===== config.mk =====
export PLATFORM = sky130hd
export DESIGN_NAME = id_ex_stage_flat
export DESIGN_NICKNAME = d
export VERILOG_FILES = /design/src/rtl/id_ex_if.sv /design/src/rtl/id_ex_stage.sv /design/src/flat_wrapper.sv
export SDC_FILE = /design/constraint.sdc
export NUM_CORES = 1
export LEC_CHECK = 0
export ABC_AREA = 1
export CAP_MARGIN = 20
export CORE_AREA = 5 5 134 136
export DETAILED_ROUTE_END_ITERATION = 8
export DIE_AREA = 0 0 139 141
export HOLD_SLACK_MARGIN = 0.15
export PLACE_DENSITY = 0.95
export SLEW_MARGIN = 0
export SYNTH_ARGS = -nofsm -noshare
export SYNTH_HDL_FRONTEND = slang
export SYNTH_SLANG_ARGS = --single-unit

===== constraint.sdc =====
create_clock -name clock -period 3.4 [get_ports clock]
set_input_delay 0.68 -clock clock [delete_from_list [all_inputs] [get_ports clock]]
set_output_delay 0.68 -clock clock [all_outputs]
set_load 0.01 [all_outputs]

===== src/rtl/id_ex_if.sv =====
// ID/EX stage bundle. It carries the decode-side operands and control, the hazard
// controls, the WB bypass write port and the registered EX-side results.
interface id_ex_if #(
  parameter int CTRL_W = 12
);
  logic              stall;
  logic              flush;
  logic              id_valid;
  logic [31:0]       id_pc;
  logic [31:0]       id_instr;
  logic              id_zext;
  logic [CTRL_W-1:0] id_ctrl;
  logic [31:0]       gpr_a;
  logic [31:0]       gpr_b;
  logic              wb_reg_write;
  logic [4:0]        wb_num_write;
  logic [31:0]       wb_data;

  logic              ex_valid;
  logic [31:0]       ex_pc;
  logic [31:0]       ex_rs_val;
  logic [31:0]       ex_rt_val;
  logic [31:0]       ex_imm;
  logic [4:0]        ex_rs;
  logic [4:0]        ex_rt;
  logic [4:0]        ex_rd;
  logic [4:0]        ex_shamt;
  logic [CTRL_W-1:0] ex_ctrl;

  modport master (
    output stall, flush, id_valid, id_pc, id_instr, id_zext, id_ctrl,
           gpr_a, gpr_b, wb_reg_write, wb_num_write, wb_data,
    input  ex_valid, ex_pc, ex_rs_val, ex_rt_val, ex_imm,
           ex_rs, ex_rt, ex_rd, ex_shamt, ex_ctrl
  );

  modport slave (
    input  stall, flush, id_valid, id_pc, id_instr, id_zext, id_ctrl,
           gpr_a, gpr_b, wb_reg_write, wb_num_write, wb_data,
    output ex_valid, ex_pc, ex_rs_val, ex_rt_val, ex_imm,
           ex_rs, ex_rt, ex_rd, ex_shamt, ex_ctrl
  );
endinterface


===== src/rtl/id_ex_stage.sv =====
// Decode-to-execute pipeline register with a same-cycle WB bypass, stall hold
// (with held-operand refresh) and flush bubble. Every output comes straight from a flop.
module id_ex_stage #(
  parameter int CTRL_W = 12
) (
  input  logic    clock,
  input  logic    reset,
  id_ex_if.slave  bus
);
  logic              ex_valid_q,  ex_valid_d;
  logic [31:0]       ex_pc_q,     ex_pc_d;
  logic [31:0]       ex_rs_val_q, ex_rs_val_d;
  logic [31:0]       ex_rt_val_q, ex_rt_val_d;
  logic [31:0]       ex_imm_q,    ex_imm_d;
  logic [4:0]        ex_rs_q,     ex_rs_d;
  logic [4:0]        ex_rt_q,     ex_rt_d;
  logic [4:0]        ex_rd_q,     ex_rd_d;
  logic [4:0]        ex_shamt_q,  ex_shamt_d;
  logic [CTRL_W-1:0] ex_ctrl_q,   ex_ctrl_d;

  logic [4:0]        id_rs, id_rt;
  logic [5:0]        unused_opcode;
  logic              wb_hit_nonzero;

  assign id_rs          = bus.id_instr[25:21];
  assign id_rt          = bus.id_instr[20:16];
  assign unused_opcode  = bus.id_instr[31:26];
  assign wb_hit_nonzero = bus.wb_reg_write && (bus.wb_num_write != 5'd0);

  // Register 0 always reads as zero; the register file does not return a write
  // that happens in the same cycle, so that write is forwarded here.
  function automatic logic [31:0] pick_operand(input logic [4:0]  num,
                                               input logic [31:0] gpr_val,
                                               input logic        wb_hit,
                                               input logic [4:0]  wb_num,
                                               input logic [31:0] wb_val);
    logic [31:0] val;
    if (num == 5'd0)
      val = 32'd0;
    else if (wb_hit && (wb_num == num))
      val = wb_val;
    else
      val = gpr_val;
    return val;
  endfunction

  always_comb begin
    ex_valid_d  = ex_valid_q;
    ex_pc_d     = ex_pc_q;
    ex_rs_val_d = ex_rs_val_q;
    ex_rt_val_d = ex_rt_val_q;
    ex_imm_d    = ex_imm_q;
    ex_rs_d     = ex_rs_q;
    ex_rt_d     = ex_rt_q;
    ex_rd_d     = ex_rd_q;
    ex_shamt_d  = ex_shamt_q;
    ex_ctrl_d   = ex_ctrl_q;

    if (bus.flush) begin
      ex_valid_d  = 1'b0;
      ex_pc_d     = 32'd0;
      ex_rs_val_d = 32'd0;
      ex_rt_val_d = 32'd0;
      ex_imm_d    = 32'd0;
      ex_rs_d     = 5'd0;
      ex_rt_d     = 5'd0;
      ex_rd_d     = 5'd0;
      ex_shamt_d  = 5'd0;
      ex_ctrl_d   = '0;
    end else if (bus.stall) begin
      // A WB retiring during a long stall must not leave a stale held operand.
      if (wb_hit_nonzero && (bus.wb_num_write == ex_rs_q))
        ex_rs_val_d = bus.wb_data;
      if (wb_hit_nonzero && (bus.wb_num_write == ex_rt_q))
        ex_rt_val_d = bus.wb_data;
    end else begin
      ex_valid_d  = bus.id_valid;
      ex_pc_d     = bus.id_pc;
      ex_rs_val_d = pick_operand(id_rs, bus.gpr_a, bus.wb_reg_write,
                                 bus.wb_num_write, bus.wb_data);
      ex_rt_val_d = pick_operand(id_rt, bus.gpr_b, bus.wb_reg_write,
                                 bus.wb_num_write, bus.wb_data);
      ex_imm_d    = bus.id_zext ? {16'h0000, bus.id_instr[15:0]}
                                : {{16{bus.id_instr[15]}}, bus.id_instr[15:0]};
      ex_rs_d     = id_rs;
      ex_rt_d     = id_rt;
      ex_rd_d     = bus.id_instr[15:11];
      ex_shamt_d  = bus.id_instr[10:6];
      ex_ctrl_d   = bus.id_ctrl;
    end
  end

  always_ff @(posedge clock) begin
    if (reset) begin
      ex_valid_q  <= 1'b0;
      ex_pc_q     <= 32'd0;
      ex_rs_val_q <= 32'd0;
      ex_rt_val_q <= 32'd0;
      ex_imm_q    <= 32'd0;
      ex_rs_q     <= 5'd0;
      ex_rt_q     <= 5'd0;
      ex_rd_q     <= 5'd0;
      ex_shamt_q  <= 5'd0;
      ex_ctrl_q   <= '0;
    end else begin
      ex_valid_q  <= ex_valid_d;
      ex_pc_q     <= ex_pc_d;
      ex_rs_val_q <= ex_rs_val_d;
      ex_rt_val_q <= ex_rt_val_d;
      ex_imm_q    <= ex_imm_d;
      ex_rs_q     <= ex_rs_d;
      ex_rt_q     <= ex_rt_d;
      ex_rd_q     <= ex_rd_d;
      ex_shamt_q  <= ex_shamt_d;
      ex_ctrl_q   <= ex_ctrl_d;
    end
  end

  assign bus.ex_valid  = ex_valid_q;
  assign bus.ex_pc     = ex_pc_q;
  assign bus.ex_rs_val = ex_rs_val_q;
  assign bus.ex_rt_val = ex_rt_val_q;
  assign bus.ex_imm    = ex_imm_q;
  assign bus.ex_rs     = ex_rs_q;
  assign bus.ex_rt     = ex_rt_q;
  assign bus.ex_rd     = ex_rd_q;
  assign bus.ex_shamt  = ex_shamt_q;
  assign bus.ex_ctrl   = ex_ctrl_q;
endmodule

===== src/flat_wrapper.sv =====
// flat-port wrapper written by rule: the top's interface ports become plain ports
module id_ex_stage_flat 
#(
  parameter int CTRL_W = 12
)
  (clock, reset, bus_stall, bus_flush, bus_id_valid, bus_id_pc, bus_id_instr, bus_id_zext, bus_id_ctrl, bus_gpr_a, bus_gpr_b, bus_wb_reg_write, bus_wb_num_write, bus_wb_data, bus_ex_valid, bus_ex_pc, bus_ex_rs_val, bus_ex_rt_val, bus_ex_imm, bus_ex_rs, bus_ex_rt, bus_ex_rd, bus_ex_shamt, bus_ex_ctrl);
  id_ex_if #(.CTRL_W(CTRL_W)) bus_i ();
  input  logic clock;
  input  logic reset;
  input wire logic [$bits(bus_i.stall)-1:0] bus_stall;
  input wire logic [$bits(bus_i.flush)-1:0] bus_flush;
  input wire logic [$bits(bus_i.id_valid)-1:0] bus_id_valid;
  input wire logic [$bits(bus_i.id_pc)-1:0] bus_id_pc;
  input wire logic [$bits(bus_i.id_instr)-1:0] bus_id_instr;
  input wire logic [$bits(bus_i.id_zext)-1:0] bus_id_zext;
  input wire logic [$bits(bus_i.id_ctrl)-1:0] bus_id_ctrl;
  input wire logic [$bits(bus_i.gpr_a)-1:0] bus_gpr_a;
  input wire logic [$bits(bus_i.gpr_b)-1:0] bus_gpr_b;
  input wire logic [$bits(bus_i.wb_reg_write)-1:0] bus_wb_reg_write;
  input wire logic [$bits(bus_i.wb_num_write)-1:0] bus_wb_num_write;
  input wire logic [$bits(bus_i.wb_data)-1:0] bus_wb_data;
  output wire logic [$bits(bus_i.ex_valid)-1:0] bus_ex_valid;
  output wire logic [$bits(bus_i.ex_pc)-1:0] bus_ex_pc;
  output wire logic [$bits(bus_i.ex_rs_val)-1:0] bus_ex_rs_val;
  output wire logic [$bits(bus_i.ex_rt_val)-1:0] bus_ex_rt_val;
  output wire logic [$bits(bus_i.ex_imm)-1:0] bus_ex_imm;
  output wire logic [$bits(bus_i.ex_rs)-1:0] bus_ex_rs;
  output wire logic [$bits(bus_i.ex_rt)-1:0] bus_ex_rt;
  output wire logic [$bits(bus_i.ex_rd)-1:0] bus_ex_rd;
  output wire logic [$bits(bus_i.ex_shamt)-1:0] bus_ex_shamt;
  output wire logic [$bits(bus_i.ex_ctrl)-1:0] bus_ex_ctrl;
  assign bus_i.stall = bus_stall;
  assign bus_i.flush = bus_flush;
  assign bus_i.id_valid = bus_id_valid;
  assign bus_i.id_pc = bus_id_pc;
  assign bus_i.id_instr = bus_id_instr;
  assign bus_i.id_zext = bus_id_zext;
  assign bus_i.id_ctrl = bus_id_ctrl;
  assign bus_i.gpr_a = bus_gpr_a;
  assign bus_i.gpr_b = bus_gpr_b;
  assign bus_i.wb_reg_write = bus_wb_reg_write;
  assign bus_i.wb_num_write = bus_wb_num_write;
  assign bus_i.wb_data = bus_wb_data;
  assign bus_ex_valid = bus_i.ex_valid;
  assign bus_ex_pc = bus_i.ex_pc;
  assign bus_ex_rs_val = bus_i.ex_rs_val;
  assign bus_ex_rt_val = bus_i.ex_rt_val;
  assign bus_ex_imm = bus_i.ex_imm;
  assign bus_ex_rs = bus_i.ex_rs;
  assign bus_ex_rt = bus_i.ex_rt;
  assign bus_ex_rd = bus_i.ex_rd;
  assign bus_ex_shamt = bus_i.ex_shamt;
  assign bus_ex_ctrl = bus_i.ex_ctrl;
  id_ex_stage #(.CTRL_W(CTRL_W)) u_core (.clock(clock), .reset(reset), .bus(bus_i));
endmodule

==> impl_summary.txt, run 1 <==
----------------------------------------------------
[Die]
  Initial standard-cell utilization of the core ... 43.8%
  Die area ... 19,600 um2
  Cell Rows ... 48
  Placeable core region ... 16,800 um2
  Chip height ... 141 um
  Die W ... 139 um
  Total I/O pin count ... 345

[Detailed routing]
  Drt via density ... 5.05
  Detailed Route WL ... 26.8 mm
  Count of routing violations after the opening detailed-route iteration ... 548
  Total number of vias ... 8,506
  Detailed-router iteration count before antenna repair ... 5
  Avg WL per Cell ... 15.9 um
  Drc violations ... 0
  Post-DRT Antenna Nets ... 0

[Global routing]
  Number of antenna violations at the first check in global routing ... 2
  Maximum number of pins on one net before global-route repair ... 145
  Leftover overflow at the end of global routing ... 0
  Combined global-route utilization of all metal layers ... 26.4%
  Number of global-route vias before repair ... 8,187
  Global-route wire length before repair ... 41.9 mm

[Critical path]
  Worst-path cell chain ... clkdlybuf4s50_1 > inv_2 > nand2_1 > nand2_1 > nor2_1 > nand3_2 > buf_12 > nand2_1 > nand2_1 > nor2_1 > nor2_1 > nor2_1
  Startpoint types ... input pin
  Setup Crit Path Kind ... input pin to register
  Critical path's slowest cell ... sky130_fd_sc_hd__clkdlybuf4s50_1
  Data arrival at the endpoint of the critical path ... 2.82 ns
  Origin of the worst setup path ... bus_wb_num_write[3]
  CP peak stage delay ... 0.64 ns
  Worst flop-to-flop path startpoint ... u_core.bus.ex_rs[1]
  CP required ... 3.76 ns
  Combined buffer and inverter count along the critical path ... 3
  CP endpoint kind ... register
  Dominant delay contributor by cell family on the critical path ... simple AND/OR/NAND/NOR gates
  Worst-path fanout max ... 44

[CTS]
  Clock root buffer ... sky130_fd_sc_hd__clkbuf_16
  Inserted Clock Buffers ... 17
  Clock tree from TritonCTS ... done
  # Post-CTS Setup Buffers ... 0
  Number of buffers inserted by hold repair at cts ... 0
  Worst-skew pair later-pin latency ... 0.42 ns
  Sink count of the clock tree ... 136
  Clock edge transition at the registers on the reported setup and hold paths ... 0.06 ns
  CTS HTree Levels ... 4
  Post-cts sizing count ... 0
  Buffers from clock root to sink, at most ... 2

[Timing]
  Post-route fraction of the period consumed by the critical path ... 72.4%
  Setup repair after global routing missed its margin ... false
  Clock tree skew after final layout ... 0.00933 ns
  Worst Hold Slack ... 0.465 ns
  Final period demand of the worst path ... 2.46 ns
  Final hold vios ... 0
  Max-slew violation count ... 0
  Achievable frequency ... 0.406 GHz
  Aggregate negative setup slack ... 0 ns
  Actual slew at the worst max-slew pin ... 0.694 ns
  Headroom to the max-slew limit ... 53.6%
  Worst Slack Setup Final ... 0.940 ns
  Number of setup violations in the final report ... 0

[Power and ir drop]
  Pwr per Cell Area ... 390 nW/um2
  Leakage dissipation ... 4.97 nW
  Largest vdd supply drop ... 0.330 mV

[Layout]
  Area grow syn2layout ... 52.6%
  Leading cell type in the layout, fill and taps excluded ... sky130_fd_sc_hd__nand2_1
  Seq. cell area ... 2720 um2
  Most frequent cells in the layout ... sky130_fd_sc_hd__nand2_1 (381), sky130_fd_sc_hd__clkdlybuf4s50_1 (337), sky130_fd_sc_hd__nor2_1 (140)
  Share of layout cells above drive strength 1 ... 4.25%
  Fillcell total ... 1,379
  Area occupied by multi-input gates ... 3670 um2
  Final net count ... 1,629

[Yosys]
  Post-Synthesis Cells ... 1,177
  Mean post-synth cell area ... 6.26 um2
  Syn Std Cell Area ... 7370 um2
  Flip-flop and latch count after synthesis ... 136
  Number of nets in the synthesized netlist ... 1,361
  Number of distinct standard cells referenced by the synthesized netlist ... 24
  Sequential fraction of the synthesis area ... 37.0%
  Synthesis warning total ... 0

[Worst hold path]
  Beginning of the worst hold path ... u_core.bus.ex_pc[1]
  Hold Crit Class ... register to register

[Outcome]
  Status ... complete, no violations

[Placement]
  Pre-CTS WS ... 0.529 ns
  Port bufs ... 338
  GP Congestion ... 0.900
  Final HPWL DP ... 18.8 mm

[Job]
  Max_cap viols ... 0

----------------------------------------------------
## final timing paths
path | end | slack (ns) | cells after the start
setup / recovery | u_core.bus.ex_rs_val[11] | 0.94 | 12
hold / removal | u_core.bus.ex_pc[1] | 0.47 | 2
setup reg to reg | u_core.bus.ex_rs_val[30] | 1.49 | 10
hold reg to reg | u_core.bus.ex_pc[1] | 0.47 | 2
## power breakdown
part	total [W]	internal, W	switching [W]
Clock	0.00187	0.00106	0.000812
Sequential	0.00169	0.00165	0.0000331
Combinational	0.000831	0.000430	0.000402
Total	0.00439	0.00314	0.00125
## layer usage
metal	global-route usage [%]	share of wire [%]
met2	43.5	47
met4	12.7	4.3
met1	30.5	38
met5	0	0
met3	9.84	10
## worst reg2reg max path, cell delays in order, from the launching register on
cell and delay (ns):
sky130_fd_sc_hd__dfxtp_1 0.36, sky130_fd_sc_hd__inv_1 0.06, sky130_fd_sc_hd__nand2_1 0.05, sky130_fd_sc_hd__o21ai_0 0.11
sky130_fd_sc_hd__nor2_1 0.16, sky130_fd_sc_hd__nand3_2 0.29, sky130_fd_sc_hd__nand2_1 0.18, sky130_fd_sc_hd__buf_4 0.30
sky130_fd_sc_hd__nand2_1 0.09, sky130_fd_sc_hd__nor2_1 0.15, sky130_fd_sc_hd__nor2_1 0.06
## area by class of cell
class                      count  share of cell area, %
multi-input combinational    820                   32.7
timing repair buffer         352                   31.4
sequential                   136                   24.2
inverter                     118                   3.94
clock buffer                  18                   3.91
tap                          225                   2.50
clock inverter                14                   1.34
antenna                        2                 0.0445
## registers in the layout, summed over array words and instances, names as in the netlist
signal                count
u_core.bus.ex_rt_val     32
u_core.bus.ex_rt          5
u_core.bus.ex_valid       1
u_core.bus.ex_shamt       4
u_core.bus.ex_rd          4
u_core.bus.ex_pc         32
u_core.bus.ex_rs_val     32
u_core.bus.ex_rs          5
u_core.bus.ex_imm         9
u_core.bus.ex_ctrl       12
## synthesized netlist by cell type (all sizes together)
library cell | n | area share (%)
nand2 | 383 | 20
nor2 | 142 | 7.3
dfxtp | 136 | 37
inv | 117 | 6.0
a21oi | 105 | 7.1
nand3 | 69 | 4.8
nand3b | 64 | 6.5
buf | 56 | 4.9
clkbuf | 47 | 2.4
o21ai | 47 | 3.2
xnor2 | 5 | 0.59
a21boi | 1 | 0.10
clkinv | 1 | 0.051
nand4 | 1 | 0.085
nor3 | 1 | 0.22
or2 | 1 | 0.085
xor2 | 1 | 0.12
## cells by family (layout without fill, tap and decap cells)
kind of cell / Yosys count / in the layout / synth area share [%]
AO/OA/AOI/OAI: 153 / 153 / 10.4
buffers and inverters: 221 / 502 / 13.3
AND/OR/NAND/NOR: 661 / 661 / 38.6
flip-flops: 136 / 136 / 37.0
other: 0 / 2 / 0
XOR/XNOR: 6 / 6 / 0.713
## per-stage QoR
step                power [W]  utilization (%)  instances  cell area [um2]
detailed placement    0.00255             63.3       1651            10600
global route          0.00458             66.8       1685            11200
finish                0.00439             66.8       1685            11200
floorplan             0.00210                -       1177             7370
CTS                   0.00442             66.8       1683            11200
global placement      0.00253             63.3       1651            10600
No activity file was read; power rests on OpenSTA's default activity.
==> inputs of run 2 (changes only) <==
--- a/config.mk
+++ b/config.mk
@@ -7,11 +7,11 @@
 export LEC_CHECK = 0
 export ABC_AREA = 1
 export CAP_MARGIN = 20
-export CORE_AREA = 5 5 134 136
+export CORE_AREA = 5 5 146 148
 export DETAILED_ROUTE_END_ITERATION = 8
-export DIE_AREA = 0 0 139 141
+export DIE_AREA = 0 0 151 153
 export HOLD_SLACK_MARGIN = 0.15
-export PLACE_DENSITY = 0.95
+export PLACE_DENSITY = 0.87
 export SLEW_MARGIN = 0
 export SYNTH_ARGS = -nofsm -noshare
 export SYNTH_HDL_FRONTEND = slang
==> constraint.sdc (replaced) <==
create_clock -name clock -period 2.08 [get_ports clock]
set_input_delay 0.416 -clock clock [delete_from_list [all_inputs] [get_ports clock]]
set_output_delay 0.416 -clock clock [all_outputs]
set_load 0.01 [all_outputs]
==> run 2 against run 1 <==
Sequential power rose by 63%. Largest power group unchanged. Largest cell class is now non-clock buffers. Die area rose by 18%. Global-route usage is 3.8 points lower. Flip-flop and latch count stayed put. Register-to-register slack worse by 1.0 ns.
==> impl_summary.txt, run 2 (same netlist as run 1, synthesis figures left out) <==
----------------------------------------------------
[Global routing]
  Combined global-route utilization of all metal layers ... 22.7% (-3.8 points)
  Global-route wire length before repair ... 42.0 mm (+0.31%)
  Number of antenna violations at the first check in global routing ... 2 (unchanged)
  Number of global-route vias before repair ... 8,127 (-0.73%)
  Maximum number of pins on one net before global-route repair ... 125 (-14%)
  Leftover overflow at the end of global routing ... 0 (unchanged)

[Critical path]
  R2R setup slack ... 0.46 ns (-1.03 ns)
  Stages on worst setup path ... 1 (-11)
  Number of cells on the worst reg-to-reg path ... 12 (+2)
  Worst-path cell chain ... clkdlybuf4s50_1
  Combined buffer and inverter count along the critical path ... 1 (-2)
  Setup Crit Path Kind ... register to output port
  Startpoint types ... register
  CP required ... 1.66 ns (-2.10 ns)
  Critical path's slowest cell ... sky130_fd_sc_hd__clkdlybuf4s50_1
  Dominant delay contributor by cell family on the critical path ... buffers and inverters
  Data arrival at the endpoint of the critical path ... 1.52 ns (-1.30 ns)
  CP peak stage delay ... 0.61 ns (-0.03 ns)
  CP endpoint kind ... output port
  Worst-path fanout max ... 17 (-61%)
  Capture point of the worst reg-to-reg path ... u_core.bus.ex_rs_val[3]
  Worst flop-to-flop path startpoint ... u_core.bus.ex_rs[0]

[CTS]
  CTS HTree Levels ... 4 (unchanged)
  Inserted Clock Buffers ... 17 (unchanged)
  Clock root buffer ... sky130_fd_sc_hd__clkbuf_16
  Buffers from clock root to sink, at most ... 2 (unchanged)
  Sink count of the clock tree ... 136 (unchanged)
  Clock edge transition at the registers on the reported setup and hold paths ... 0.07 ns (about the same)
  Worst-skew pair later-pin latency ... 0.42 ns (about the same)
  Clock tree from TritonCTS ... done

[Worst hold path]
  Beginning of the worst hold path ... bus_stall
  Worst hold path endpoint ... u_core.bus.ex_pc[0]
  Hold Path Depth ... 4 (+2)
  Hold Crit Class ... input pin to register

[Detailed routing]
  Drt via density ... 4.84 (-4.2%)
  Detailed-router iteration count before antenna repair ... 5 (unchanged)
  Avg WL per Cell ... 15.5 um (-2.5%)
  Total number of vias ... 8,441 (-0.76%)
  Drc violations ... 0 (unchanged)
  Detailed Route WL ... 27.0 mm (+0.93%)
  Post-DRT Antenna Nets ... 0 (unchanged)
  Count of routing violations after the opening detailed-route iteration ... 484 (-12%)

[Placement]
  Number of placed instances, taps included ... 1,713 (+3.8%)
  GP Congestion ... 0.885 (-1.6%)
  Port bufs ... 338 (unchanged)
  Final HPWL DP ... 19.6 mm (+4.7%)
  Pre-CTS WS ... -0.211 ns (-0.740 ns)

[Layout]
  Antenna Cells ... 0 (-2)
  Leading cell type in the layout, fill and taps excluded ... sky130_fd_sc_hd__nand2_1
  Count of placed standard cells in the final layout, fillers left out ... 1,745 (+3.6%)
  Area grow syn2layout ... 56.9%
  Most frequent cells in the layout ... sky130_fd_sc_hd__nand2_1 (381), sky130_fd_sc_hd__clkdlybuf4s50_1 (337), sky130_fd_sc_hd__nor2_1 (140)
  Share of layout cells above drive strength 1 ... 5.42% (+1.2 points)
  Final net count ... 1,646 (+1.0%)

[Die]
  Die W ... 151 um (+8.6%)
  Cell Rows ... 52 (+8.3%)
  Total I/O pin count ... 345 (unchanged)
  Placeable core region ... 19,900 um2 (+18%)
  Initial standard-cell utilization of the core ... 37.0% (-6.8 points)
  Die area ... 23,100 um2 (+18%)
  Chip height ... 153 um (+8.5%)

[Outcome]
  Status ... complete, no violations

[Timing]
  Post-route fraction of the period consumed by the critical path ... 93.2%
  Clock tree skew after final layout ... 0.0106 ns (+0.00128 ns)
  Actual slew at the worst max-slew pin ... 0.707 ns (+0.0132 ns)
  Max-slew violation count ... 0 (unchanged)
  Setup repair after global routing missed its margin ... false
  Headroom to the max-slew limit ... 52.9% (-0.72 points)
  Final period demand of the worst path ... 1.94 ns
  Achievable frequency ... 0.516 GHz
  Aggregate negative setup slack ... 0 ns (unchanged)
  Worst Slack Setup Final ... 0.141 ns (-0.799 ns)
  Final hold vios ... 0 (unchanged)
  Number of setup violations in the final report ... 0 (unchanged)

[Power and ir drop]
  Leakage dissipation ... 5.11 nW (+2.8%)
  Pwr per Cell Area ... 618 nW/um2 (+58%)
  Largest vdd supply drop ... 0.522 mV (+58%)
  Post-layout power ... 0.00715 W (+63%)

[Job]
  Max_cap viols ... 0 (unchanged)

----------------------------------------------------
==> run 2: cell count changes in the layout (fill, tap and decap cells not counted), moves of 2 or more <==
cell and change:
sky130_fd_sc_hd__diode_2 -2, sky130_fd_sc_hd__clkinv_4 -2, sky130_fd_sc_hd__buf_4 +5, sky130_fd_sc_hd__clkinv_8 +2, sky130_fd_sc_hd__buf_12 +12
==> run 2: layout make-up <==
cell class / instances / area [um2]
tap: 270 / 338
clock buffer: 17 / 425
sequential: 136 / 2720
clock inverter: 15 / 153
multi-input combinational: 820 / 3670
timing repair buffer: 369 / 3800
inverter: 118 / 443
fill: 1789 / 8350
==> run 2: timing repair <==
item,4_1_cts,5_1_grt
resized for setup,1,0
buffers inserted,0,0
hold buffers,0,0
hold endpoints to repair,0,0
endpoints found under the setup margin,16,0
==> run 2: report_power, final <==
| part | internal (W) | switching [W] | leakage (nW) |
|---|---|---|---|
| Sequential | 0.00270 | 0.0000551 | 1.11 |
| Combinational | 0.000747 | 0.000666 | 3.71 |
| Clock | 0.00161 | 0.00137 | 0.287 |
==> run 2: per-layer routing <==
| metal | vias up | share of wire (%) | global-route usage (%) |
|---|---|---|---|
| met5 | - | 0.052 | 0 |
| met4 | 4 | 2.8 | 8.64 |
| met3 | 48 | 11 | 7.70 |
| met2 | 356 | 48 | 39.2 |
| met1 | 3832 | 38 | 25.5 |
| li1 | 4201 | - | - |
==> run 2: through the flow <==
step / cell area (um2) / util, % / hold slack [ns]
finish: 11600 / 58.1 / 0.388
global route: 11600 / 58.1 / 0.415
CTS: 11600 / 58.1 / 0.385
detailed placement: 11000 / 55.1 / 0.458
global placement: 11000 / 55.1 / 0.449
floorplan: 7370 / - / 0.481
==> run 2: how the worst max path moves through the flow <==
stage	start	end	slack, ns
after floorplan	bus_wb_num_write[3]	u_core.bus.ex_rs_val[10]	0.55
after global placement	bus_wb_num_write[1]	u_core.bus.ex_rs_val[5]	-0.18
after detailed placement	bus_wb_num_write[0]	u_core.bus.ex_rt_val[29]	-0.21
after CTS	u_core.bus.ex_imm[30]	bus_ex_imm[18]	0.12
after global routing	u_core.bus.ex_imm[30]	bus_ex_imm[18]	0.05
final	u_core.bus.ex_imm[30]	bus_ex_imm[18]	0.14
==> RTL change 1 (flow settings as in run 2) <==
Make the reset (`reset`) asynchronous in one clocked block.
--- a/src/rtl/id_ex_stage.sv
+++ b/src/rtl/id_ex_stage.sv
@@ -92,3 +92,3 @@
 
-  always_ff @(posedge clock) begin
+  always_ff @(posedge clock or posedge reset) begin
     if (reset) begin
Behaviour: differs if reset is asserted again (counterexample within 4 cycles, from zero or initial values and one cycle with reset high); with reset held inactive, the same outputs for 4 cycles.
==> RTL change 1 against run 2 <==
Sequential cell count stayed put; routed wire length is 9.0% higher; non-clock buffer count is 14 higher; total power is 10% higher; critical path depth stayed put; setup slack better by 0.015 ns; fmax is 0.77% higher; synthesized area is 11% higher; core utilization is 3.7 points higher; design area is 6.4% higher; largest power group unchanged.
==> RTL change 1: results (changes against run 2) <==
| Metric | Value |
|---|---|
| Outcome | finished, final reports clean |
| Part of the power in registers | 37.7% (-0.9 points) |
| Layout cells sized above 1 | 7.79% (+2.4 points) |
| Switching power | 2.34 mW (+12%) |
| Synthesized Nets | 1261 (-7.3%) |
| Ant. Diodes | 0 (unchanged) |
| Clock latency at the later pin of the worst-skew pair | 0.41 ns |
| Initial DRC count | 918 (+90%) |
| FF-to-FF Start | u_core.bus.ex_rt[4] |
| Yosys warns | 0 (unchanged) |
| Worst R2R Path Depth | 9 (-3) |
| Gr usage total | 25.2% (+2.5 points) |
| Ranking of synthesized cells by area | dfrtp_1, nand2_1, nand3_1, a22o_1, inv_1 |
| Number of global-route vias before repair | 8812 (+8.4%) |
| Drt first pass iters | 5 (unchanged) |
| CP max FO | 17 (unchanged) |
| Reg-to-reg slack, setup | 0.58 ns (+0.12 ns) |
| Synth cell types | 27 (+13%) |
| Largest net degree at the start of global routing | 67 (-46%) |
| Commonest cells in the netlist | nand2_1, nand3_1, dfrtp_1, inv_1, a21oi_1 |
| Uppermost routed layer | met4 |
| Sequential area share after synthesis | 41.6% (+4.6 points) |
| WL met1 | 11400 um (+11%) |
| Slowest cell on the critical path | clkdlybuf4s50_1 |
| Crit-path max cell delay | 0.60 ns |
| Final non-filler cell total | 1656 (-5.1%) |
| Resize count post-CTS | 1 (unchanged) |
| Initial antenna violation count | 0 (-2) |
| Num CTS Buffers | 17 (unchanged) |
| First-pass GRT wire length | 46600 um (+11%) |
| Clk pin slew, worst setup/hold paths | 0.07 ns (about the same) |
| Met2 WL | 14400 um (+10%) |
| WL met3 | 2670 um (-6.3%) |
| Worst Skew | 0.00961 ns (-0.00101 ns) |
| Routability cong. | 0.904 (+2.1%) |
| Htree depth | 4 (unchanged) |
| Slew HR | 70.0% (+17 points) |
| HPWL Detailed | 21500 um (+9.3%) |
| Drt total wl | 29500 um (+9.0%) |
| Root buffer cell | clkbuf_16 |
| Async SR Flop Fraction | 100% (+100 points) |
| FF-to-FF End | u_core.bus.ex_rt_val[21] |
| CTS max path bufs | 2 (unchanged) |
| LEAKAGE | 6.06 nW (+19%) |
| Fin nets | 1557 (-5.4%) |
| Area after DPL | 11700 sq um (+6.6%) |
| Drt via density | 5.29 (+9.3%) |
| Cell count after synthesis | 1077 (-8.5%) |
| Max VDD drop | 0.447 mV (-14%) |
| Fill cells | 1686 (-5.8%) |
| Clock share of power | 38.7% (-2.9 points) |
| Hold Crit Class | in2async |
==> RTL change 1: through the flow <==
stage	total power, mW	hold slack [ns]	worst slack (ns)	TNS (ns)	util [%]
after floorplan	3.85	0.511	-0.0291	-3.96	-
after CTS	7.97	0.371	0.116	0	61.8
after global routing	8.26	0.382	0.0395	0	61.8
final	7.90	0.378	0.156	0	61.8
after detailed placement	4.87	0.482	-0.130	-4.87	58.8
after global placement	4.84	0.482	-0.0706	-2.44	58.8
==> RTL change 1: logic make-up after synthesis <==
group	count (synthesis)	synth area share [%]
and+or+nand+nor	532	28.6
buffers and inverters	231	15.8
AOI/OAI and AO/OA	172	13.4
DFF	136	41.6
xor gates and xnor gates	6	0.642
==> RTL change 1: area by class of cell <==
class,count,share of cell area (%)
Sequential cell,136,27.7
Tap cell,270,2.75
Clock buffer,18,3.57
Timing Repair Buffer,383,32.4
Clock inverter,14,1.27
Multi-Input combinational cell,710,28.5
Inverter,125,3.84
==> RTL change 1: per-layer routing <==
metal,track usage [%],up-vias
met2,41.4,515
met4,9.76,0
met1,32.5,4080
met5,0,-
li1,-,4084
met3,5.33,80
==> RTL change 1: worst max-delay path by stage <==
stage | from | to | depth (start not counted)
6_report | u_core.bus.ex_imm[30] | bus_ex_imm[30] | 1
5_1_grt | u_core.bus.ex_imm[30] | bus_ex_imm[30] | 1
3_5_place_dp | bus_wb_num_write[0] | u_core.bus.ex_rs_val[27] | 11
2_1_floorplan | reset | u_core.bus.ex_ctrl[0] | 1
4_1_cts | u_core.bus.ex_imm[30] | bus_ex_imm[30] | 1
3_3_place_gp | bus_wb_num_write[0] | u_core.bus.ex_rs_val[10] | 11
==> RTL change 2 (flow settings as in run 2) <==
Without the edit above. `CTRL_W` is set to 12 in 3 places; all go to 14.
--- a/src/rtl/id_ex_if.sv
+++ b/src/rtl/id_ex_if.sv
@@ -3,3 +3,3 @@
 interface id_ex_if #(
-  parameter int CTRL_W = 12
+  parameter int CTRL_W = 14
 );
--- a/src/rtl/id_ex_stage.sv
+++ b/src/rtl/id_ex_stage.sv
@@ -3,3 +3,3 @@
 module id_ex_stage #(
-  parameter int CTRL_W = 12
+  parameter int CTRL_W = 14
 ) (
--- a/src/flat_wrapper.sv
+++ b/src/flat_wrapper.sv
@@ -3,3 +3,3 @@
 #(
-  parameter int CTRL_W = 12
+  parameter int CTRL_W = 14
 )
Interface: changed (resized bus_ex_ctrl and bus_id_ctrl); port bits go from 345 to 349. No check against the original RTL was run, so the function may have changed too.
==> RTL change 2 against run 2 <==
Total power is 3.0% higher; design area grew 4.9%; routed wire length up 5.3%; sequential cell count increased by 2; synthesized area increased by 9.7%; setup slack worse by 0.0065 ns; synthesized cell count decreased by 0.17%; via count is 2.3% higher; global-route usage increased by 1.2 points; highest routed layer unchanged.
==> RTL change 2: results (changes against run 2) <==
| Metric | Value |
|---|---|
| Setup slack at placement | -0.123 ns (+0.0876 ns) |
| Flip-flop and latch count | 138 (+1.5%) |
| Multi-input combinational gate total | 745 (-9.1%) |
| Worst R2R Path Depth | 7 (-5) |
| Final Hold Slack | 0.447 ns (+0.0593 ns) |
| Sequential area share after synthesis | 34.2% (-2.8 points) |
| Fill cells | 1761 (-1.6%) |
| Reg area | 2760 sq um (+1.5%) |
| WHS Endpoint | u_core.bus.ex_rs[0] |
| Max VDD drop | 0.548 mV (+4.9%) |
| Post-route cell area | 12100 sq um (+4.9%) |
| Switching power | 2.11 mW (+1.0%) |
| Fin nets | 1638 (-0.49%) |
| Fin worst setup slack | 0.135 ns (-0.00651 ns) |
| LEAKAGE | 5.01 nW (-2.0%) |
| Commonest cells in the netlist | nand2_1, nand3_1, inv_1, dfxtp_1, a21oi_1 |
| Initial DRC count | 417 (-14%) |
| FF-to-FF Start | u_core.bus.ex_rt[4] |
| Worst Skew | 0.0132 ns (+0.00262 ns) |
| I/O Buffers | 342 (+1.2%) |
| Largest net degree at the start of global routing | 133 (+6.4%) |
| Layout cells sized above 1 | 10.6% (+5.2 points) |
| Part of the power in registers | 38.0% (-0.6 points) |
| Signal buffers | 367 (-0.54%) |
| Nonclk inv count | 183 (+55%) |
| Gr usage total | 23.9% (+1.2 points) |
| Multi-input gate share of total cell area | 32.1% (+0.30 points) |
| Drt total wl | 28500 um (+5.3%) |
| Outcome | finished, final reports clean |
| Combinational power | 1.50 mW (+6%) |
| Worst setup path end | bus_ex_imm[16] |
| Synth cell types | 28 (+17%) |
| Cell count after synthesis | 1175 (-0.17%) |
| Clk tree area frac | 4.85% (-0.15 points) |
| Ranking of synthesized cells by area | dfxtp_1, nand2_1, nand3_1, inv_1, a21oi_2 |
| Initial antenna violation count | 1 (-1) |
| Reg-to-reg slack, setup | 0.68 ns (+0.22 ns) |
| Drt via density | 4.98 (+2.9%) |
[RTL change 2: cell count changes after synthesis, sizes merged, moves of 2 or more]
cell,delta
nand3,+128
nor2,-125
nand2,-81
inv,+65
nand3b,-64
o21bai,+64
a21oi,+37
o21ai,-35
buf,+33
clkbuf,-27
dfxtp,+2
[RTL change 2: logic make-up (layout without fill, tap and decap cells)]
family / after synthesis / in the layout / synth area share [%]
compound gates: 218 / 218 / 18.6
flops: 138 / 138 / 34.2
xor+xnor: 8 / 8 / 0.867
buf+inv: 292 / 582 / 17.9
simple gates: 519 / 519 / 28.4
[RTL change 2: layer usage]
metal / share of wire [%] / vias up / global-route usage [%]
li1: - / 4250 / -
met1: 37 / 3941 / 26.9
met2: 49 / 398 / 40.9
met3: 12 / 46 / 9.68
met4: 2.4 / 2 / 7.73
met5: 0.046 / - / 0
